File: config.mk
export PLATFORM = sky130hd
export DESIGN_NAME = inst_buffer
export DESIGN_NICKNAME = d
export VERILOG_FILES = /design/src/rtl/inst_buffer.sv
export SDC_FILE = /design/constraint.sdc
export NUM_CORES = 1
export LEC_CHECK = 0
export ABC_AREA = 1
export BUFFER_PORTS_ARGS = -buffer_cell sky130_fd_sc_hd__buf_2
export CORE_MARGIN = 8
export CORE_UTILIZATION = 46
export DETAILED_ROUTE_END_ITERATION = 8
export GPL_TIMING_DRIVEN = 0
export MAX_ROUTING_LAYER = met4
export PLACE_DENSITY_LB_ADDON = 0.05
export RECOVER_POWER = 100
export SETUP_SLACK_MARGIN = 0.15
export SYNTH_ARGS = -nofsm -noshare
export SYNTH_HDL_FRONTEND = slang
export SYNTH_SLANG_ARGS = --single-unit
File: constraint.sdc
create_clock -name clk -period 15.3 [get_ports clk]
set_input_delay 0.765 -clock clk [delete_from_list [all_inputs] [get_ports clk]]
set_output_delay 0.765 -clock clk [all_outputs]
set_load 0.01 [all_outputs]
File: src/rtl/inst_buffer.sv
// inst_buffer: FIFO between fetch and decode holding {pc, pc+4, inst}; define INST_BUFFER_BYPASS_EN to forward pushes straight to pop_* when empty
module inst_buffer #(
   parameter int ADDR_WIDTH = 64,
   parameter int INST_WIDTH = 32,
   parameter int DEPTH      = 4
) (
   input  logic                         clk,
   input  logic                         reset,
   input  logic                         push_valid,
   input  logic [ADDR_WIDTH-1:0]        push_pc,
   input  logic [ADDR_WIDTH-1:0]        push_pc4,
   input  logic [INST_WIDTH-1:0]        push_inst,
   output logic                         push_ready,
   input  logic                         flush,
   input  logic                         pop_ready,
   output logic                         pop_valid,
   output logic [ADDR_WIDTH-1:0]        pop_pc,
   output logic [ADDR_WIDTH-1:0]        pop_pc4,
   output logic [INST_WIDTH-1:0]        pop_inst,
   output logic [$clog2(DEPTH+1)-1:0]   count,
   output logic                         empty,
   output logic                         full,
   output logic                         overflow_err
);
   localparam int PW = $clog2(DEPTH);
   localparam int CW = $clog2(DEPTH+1);

   logic [ADDR_WIDTH-1:0] mem_pc   [DEPTH];
   logic [ADDR_WIDTH-1:0] mem_pc4  [DEPTH];
   logic [INST_WIDTH-1:0] mem_inst [DEPTH];
   logic [PW-1:0]         wr_ptr, rd_ptr;
   logic                  bypass, do_push, do_pop;

   assign empty      = count == '0;
   assign full       = count == CW'(DEPTH);
   assign push_ready = !full;

`ifdef INST_BUFFER_BYPASS_EN
   assign bypass    = empty && push_valid && pop_ready && !flush;
   assign pop_valid = !empty || bypass;
   assign pop_pc    = bypass ? push_pc   : mem_pc[rd_ptr];
   assign pop_pc4   = bypass ? push_pc4  : mem_pc4[rd_ptr];
   assign pop_inst  = bypass ? push_inst : mem_inst[rd_ptr];
`else
   assign bypass    = 1'b0;
   assign pop_valid = !empty;
   assign pop_pc    = mem_pc[rd_ptr];
   assign pop_pc4   = mem_pc4[rd_ptr];
   assign pop_inst  = mem_inst[rd_ptr];
`endif

   // a bypassed entry is consumed in flight, so it neither enqueues nor dequeues
   assign do_push = push_valid && push_ready && !flush && !bypass;
   assign do_pop  = !empty && pop_ready && !flush;

   // storage: cleared on reset so pop_* never carries X, written at wr_ptr on push
   always_ff @(posedge clk) begin
      if (!reset) begin
         for (int i = 0; i < DEPTH; i++) begin
            mem_pc[i]   <= '0;
            mem_pc4[i]  <= '0;
            mem_inst[i] <= '0;
         end
      end else if (do_push) begin
         mem_pc[wr_ptr]   <= push_pc;
         mem_pc4[wr_ptr]  <= push_pc4;
         mem_inst[wr_ptr] <= push_inst;
      end
   end

   // pointers, occupancy and sticky overflow; reset beats flush beats push/pop
   always_ff @(posedge clk) begin
      if (!reset || flush) begin
         wr_ptr       <= '0;
         rd_ptr       <= '0;
         count        <= '0;
         overflow_err <= 1'b0;
      end else begin
         if (do_push) wr_ptr <= wr_ptr + 1'b1;
         if (do_pop) rd_ptr <= rd_ptr + 1'b1;
         count <= count + CW'(do_push) - CW'(do_pop);
         if (push_valid && full) overflow_err <= 1'b1;
      end
   end
endmodule

==> results of run 1 <==
kinds of logic after synthesis:
| logic type | synth area share [%] |
|---|---|
| simple gates | 13.9 |
| compound gates | 9.67 |
| fa+ha+maj | 0.165 |
| flops | 71.2 |
| buf+inv | 5.15 |
per-layer routing:
| layer | vias up | global-route usage [%] |
|---|---|---|
| met5 | - | - |
| met4 | 0 | 6.71 |
| met3 | 145 | 5.13 |
| met2 | 663 | 40.5 |
| met1 | 9673 | 30.6 |
| li1 | 9386 | - |
flip-flops by register name (all words and copies together), names as in the netlist, named ones only:
signal and count:
count 3, overflow_err 1, mem_pc 256, rd_ptr 2, mem_pc4 256, wr_ptr 2, mem_inst 128
tightest hold or removal path: cells and delay by family:
family	cells	cell delay (ns)
buf+inv	2	0.14
simple gates	1	0.08
worst min-delay path by stage:
stage / start / to / slack, ns / cells after the start
floorplan: rd_ptr[0] / flip-flop / 0.46 / 2
global placement: overflow_err / overflow_err / 0.47 / 1
detailed placement: overflow_err / overflow_err / 0.47 / 1
CTS: push_pc[43] / mem_pc[3][43] / 0.45 / 3
global route: push_pc[61] / mem_pc[3][61] / 0.47 / 3
finish: push_pc[43] / mem_pc[3][43] / 0.48 / 3
where the power goes:
group | leakage, nW | switching (W) | internal, W | total [W]
logic | 4.68 | 0.000166 | 0.0000547 | 0.000221
registers | 6.70 | 0.0000187 | 0.00203 | 0.00205
clock network | 1.04 | 0.000673 | 0.000932 | 0.00161
synthesized netlist by cell type, drive strengths merged, types with 2 or more instances:
cell type,count
ha,2
nand2,178
buf,51
inv,178
dfxtp,10
clkbuf,122
nor2,814
o22ai,160
a21oi,4
o21ai,322
edfxtp,640
nand3,4
through the flow:
stage	setup TNS (ns)	area (um^2)
after detailed placement	0	30400
after global routing	0	31900
final	0	31900
after floorplan	0	27300
after CTS	0	32600
after global placement	-2479.45	29900
layout make-up:
cell class	count	area (um^2)	area share (%)
Clock buffer	94	1940	6.07
Antenna cell	8	20.0	0.0628
Clock inverter	24	185	0.581
Multi-Input combinational cell	1489	6450	20.2
Timing Repair Buffer	353	1550	4.88
Sequential cell	650	19400	60.9
Inverter	178	668	2.10
Buffer	173	671	2.10
Tap cell	773	967	3.03
==> summary.txt, run 1 <==
Fin Hold WS: 0.483 ns
min-delay worst type: in2reg
Worst Setup Start Kind: flip-flop
Post-CTS Setup Bufs: 0
crit path kind: reg2reg
CP Capture Type: flip-flop
Synth top area share: 70.4%
Die Y-Extent: 260 um
H-tree depth: 3
Worst-Skew Late Latency: 0.60 ns
Total Wirelength: 82.5 mm
Period minus WS final: 8.72 ns
DRT antenna net count: 0
Slowest-stage cell, CP: o21ai_0
Worst-path clk slew: 0.06 ns
DPL Wire Length: 52.7 mm
vias: 19867
crit-path leading delay family: buffers and inverters
library cells used by synthesis: 23
WL met2: 40.8 mm
top_reg_cell synth: edfxtp_1
GRT Overall Usage: 24.5%
# DRC: 0
CTS sink count: 650
most frequent cells in the layout: nor2_1 (813), edfxtp_1 (640), clkbuf_1 (353)
port buffer count: 332
first-pass GRT wire length: 121 mm
status: finished with violations
Post-Syn Area: 27300 um^2
average cell area after synthesis: 11.0 um^2
Buffers & Inverters on Critical Path: 7
max cap viols: 14
R2R Setup Slk: 6.58 ns
worst slew pin tran: 3.65 ns
commonest non-fill, non-tap cell in the layout: nor2_1
first-pass iteration count of the detailed router: 7
Lkg Pwr: 12.4 nW
slew margin rel.: -144%
RSZ-0062 raised after global routing: no
die area: 67400 um^2
Mapped Cells: 2490
register area share after synthesis: 71.2%
RR Endpoint: mem_pc4[2][31]
CP Cell Sequence: inv_1, nor2_1, inv_1, clkbuf_1, o21ai_0, clkbuf_1, clkbuf_1, clkbuf_1, clkbuf_1
syn nets: 2658
CTS tree: done
final worst clock skew: 0.0173 ns
Crit. Startpoint: wr_ptr[1]
Wirelength per Cell: 22.0 um
DP Worst Slack: 11.19 ns
Num CTS Buffers: 70
Synth area leaders: edfxtp_1 (70%), nor2_1 (11%), o21ai_0 (5.9%), o22ai_1 (3.7%), inv_1 (2.4%)
CP peak stage delay: 2.40 ns
Ys Warns: 0
failing checks: capacitance limit, slew limit
cell taking the most area after synthesis: edfxtp_1
vias in the first global route: 20144
First DRT Iteration DRCs: 1583
PnR worst setup slack: 6.58 ns
Overflow after GRT: 0
ratio of cells with drive above 1 in the final layout: 9.46%
Final Hold Vio Count: 0
routability cong.: 0.789
Max FO, Critical Path: 24
Reg-to-Reg Start: wr_ptr[1]
clock root buffer: clkbuf_16
CP endpoint: mem_pc4[2][31]
Layout area overhead: 16.8%
post-CTS sizing: 0
Fmax: 0.115 GHz
Cell Count, Final, Fillers Out: 3742
Die W: 260 um
I/O pin cnt: 333
Post-synth EDFFs: 640
Final #Nets: 3083
Finished Core Util: 54.2%
Core ar.: 58800 um^2
PD cells: 122 nW/um^2
Fillers: 5428
maximum vdd drop: 81.2 uV
row count: 89
Initial Utilization: 46.4%
largest net degree at the start of global routing: 53
final period utilization: 57.0%
final setup fails: 0
placed insts: 3616
met3 wire length: 6.00 mm
total chip power: 0.00388 W
FF+latch count, synth: 650
initial antenna violation count: 7
CP Data Required Time: 15.48 ns
Routed met1 length: 33.5 mm
asr flop ratio synth: 0%
Pins Over Slew Limit: 443
max layer used: met4
Via density: 5.31
Worst Reg-to-Reg Cells: 9
signal arrival time at the worst endpoint: 8.90 ns
CP most frequent cell: clkbuf_1
Worst path depth: 9
CTS Buffer Depth: 3
# hold bufs at CTS: 0
Power figures use the tool's default switching activity.
==> run 2: changes to the inputs <==
--- a/config.mk
+++ b/config.mk
@@ -5,7 +5,7 @@
 export SDC_FILE = /design/constraint.sdc
 export NUM_CORES = 1
 export LEC_CHECK = 0
-export ABC_AREA = 1
+export ABC_AREA = 0
 export BUFFER_PORTS_ARGS = -buffer_cell sky130_fd_sc_hd__buf_2
 export CORE_MARGIN = 8
 export CORE_UTILIZATION = 46
==> constraint.sdc (replaced) <==
create_clock -name clk -period 9.02 [get_ports clk]
set_input_delay 0.451 -clock clk [delete_from_list [all_inputs] [get_ports clk]]
set_output_delay 0.451 -clock clk [all_outputs]
set_load 0.01 [all_outputs]
==> run 2 against run 1 <==
  * The run still ends with capacitance limit, slew limit left
  * Non-clock buffer count up 11
  * Register-to-register slack worse by 3.5 ns
  * Final cell count down 21%
  * Core utilization down 0.28 points
  * Die area up 3.4%
  * First-iteration DRC count down 24%
  * Synthesized cell count down 34%
  * Sequential power up 71%
  * Via count down 16%
  * Total power up 77%
  * Combinational power up 100%
  * Critical path type unchanged
  * Largest power group unchanged
==> summary.txt, run 2 <==
CTS Buffer Depth: 3
Num CTS Buffers: 72
largest net degree at the start of global routing: 22
multi-input logic area: 7870 um^2
Synth area leaders: edfxtp_1 (68%), mux4_2 (13%), and3_1 (11%), and2_1 (3.6%), buf_6 (1.8%)
Layout area overhead: 16.8%
most frequent cells in the layout: edfxtp_1 (640), and3_1 (481), clkbuf_1 (365)
asr flop ratio synth: 0%
final setup fails: 0
Total Wirelength: 79.8 mm
Overflow after GRT: 0
Final #Nets: 2273
Largest regs: mem_pc4 x256, mem_pc x256, mem_inst x128
CTS sink count: 650
top_reg_cell synth: edfxtp_1
Cell Count, Final, Fillers Out: 2974
largest family of logic cells by synthesized area: simple AND/OR/NAND/NOR gates
# DRC: 0
die area: 69700 um^2
RSZ-0062 raised after global routing: no
status: finished with violations
clock root buffer: clkbuf_16
PnR worst setup slack: 3.07 ns
XOR/XNOR share of the synthesized area: 0.0929%
Fmax: 0.168 GHz
Synth Area in Compound Gates: 0.221%
Ys Warns: 0
failing checks: capacitance limit, slew limit
placed instance area: 31900 um^2
PD cells: 208 nW/um^2
DPL Wire Length: 53.6 mm
DRT antenna net count: 0
average cell area after synthesis: 17.1 um^2
First DRT Iteration DRCs: 1201
final worst clock skew: 0.0154 ns
Initial Utilization: 46.2%
Pins Over Slew Limit: 74
CP Data Required Time: 9.32 ns
Die Y-Extent: 264 um
syn nets: 1823
Worst-path clk slew: 0.06 ns
Via density: 5.64
row count: 91
Fillers: 5209
Adder-Cell Fraction of Synth Area: 0.159%
post-CTS sizing: 0
Wirelength per Cell: 26.8 um
Core ar.: 61300 um^2
Synth top cells by count: edfxtp_1 (640), and3_1 (480), and2_1 (162)
Lkg Pwr: 13.3 nW
mux share of post-synthesis cell area: 12.8%
Post-Syn Area: 28300 um^2
Period minus WS final: 5.95 ns
most common cell in the synthesized netlist: edfxtp_1
Worst-Skew Late Latency: 0.60 ns
port buffer count: 332
routability cong.: 0.803
commonest non-fill, non-tap cell in the layout: edfxtp_1
Post-CTS Setup Bufs: 0
Fin Hold WS: 0.162 ns
vias in the first global route: 18177
H-tree depth: 3
FF+latch count, synth: 650
max cap viols: 5
signal arrival time at the worst endpoint: 6.26 ns
Worst Setup Start Kind: flip-flop
first-pass iteration count of the detailed router: 5
Synth top area share: 67.9%
initial antenna violation count: 25
register area share after synthesis: 68.6%
ratio of cells with drive above 1 in the final layout: 20.5%
final instance area: 33000 um^2
Finished Core Util: 53.9%
I/O pin cnt: 333
area share of and/or/nand/nor cells after synthesis: 14.6%
crit path kind: reg2reg
maximum vdd drop: 146 uV
Final Hold Vio Count: 0
# hold bufs at CTS: 0
Mapped Cells: 1655
Die W: 264 um
worst slew pin tran: 2.37 ns
library cells used by synthesis: 30
first-pass GRT wire length: 118 mm
CP Capture Type: flip-flop
DP Worst Slack: 5.60 ns
cell taking the most area after synthesis: edfxtp_1
Max FO, Critical Path: 15
placed insts: 2821
CTS tree: done
GRT Overall Usage: 23.3%
vias: 16774
slew margin rel.: -59.6%
final period utilization: 66.0%
Register Area: 19400 um^2
Post-synth EDFFs: 640
min-delay worst type: in2reg
==> run 2: cell types whose count changed after synthesis, moves of 17 or more <==
| cell | previous run | this run |
|---|---|---|
| nor2_1 | 812 | 9 |
| and3_1 | 0 | 480 |
| o21ai_0 | 322 | 2 |
| inv_1 | 177 | 5 |
| nand2_1 | 175 | 3 |
| and2_1 | 0 | 162 |
| mux4_2 | 0 | 160 |
| o22ai_1 | 160 | 0 |
| buf_6 | 0 | 46 |
| clkbuf_1 | 122 | 84 |
| buf_2 | 35 | 18 |
==> run 2: where the power goes <==
part           switching [W]  leakage, nW  internal (W)
combinational       0.000296         5.44      0.000156
clock                0.00117         1.14       0.00173
sequential         0.0000341         6.70       0.00347
total                0.00150         13.3       0.00535
==> run 2: metal layers <==
layer | GRT usage [%] | share of wire, %
met5 | - | 0
met2 | 39.3 | 51
met3 | 5.69 | 7.1
met4 | 6.78 | 2.2
met1 | 27.9 | 39
==> run 2: cell families (layout without fill, tap and decap cells) <==
family | Yosys count | in the layout
AND/OR/NAND/NOR | 663 | 663
flip-flops | 650 | 650
buffers and inverters | 166 | 670
multiplexers | 161 | 161
AO/OA/AOI/OAI | 9 | 9
adder cells (fa/ha/maj) | 3 | 3
XOR/XNOR | 3 | 3
other | 0 | 25
==> run 2: path summary, 6_finish.rpt <==
check / endpoint / depth (start not counted) / slack (ns) / startpoint
setup / recovery: mem_pc[3][46] / 8 / 3.07 / count[1]
hold / removal: mem_inst[3][13] / 2 / 0.16 / push_inst[13]
setup reg to reg: mem_pc[3][46] / 8 / 3.07 / count[1]
hold reg to reg: overflow_err / 2 / 0.49 / overflow_err
==> run 2: metrics by stage <==
stage | total power (W) | setup TNS [ns]
floorplan | 0.00385 | -2755.35
global placement | 0.00415 | -9730.81
detailed placement | 0.00409 | 0
CTS | 0.00699 | 0
global route | 0.00707 | 0
finish | 0.00686 | 0
==> run 2: critical path: stages, from the launching register on <==
cell and delay [ns]:
dfxtp_1 0.51, or3b_1 0.17, clkbuf_1 0.28, nand3b_1 0.28
o21ai_0 1.79, clkbuf_1 0.84, clkbuf_1 0.69, clkbuf_1 0.86
buf_16 0.24
==> run 2: layout make-up <==
cell class	instances	area share [%]
timing repair buffer	376	5.28
multi-input combinational	839	23.8
clock buffer	99	6.21
tap	790	2.99
buffer	161	1.86
clock inverter	29	0.803
antenna	25	0.189
sequential	650	58.8
inverter	5	0.0568
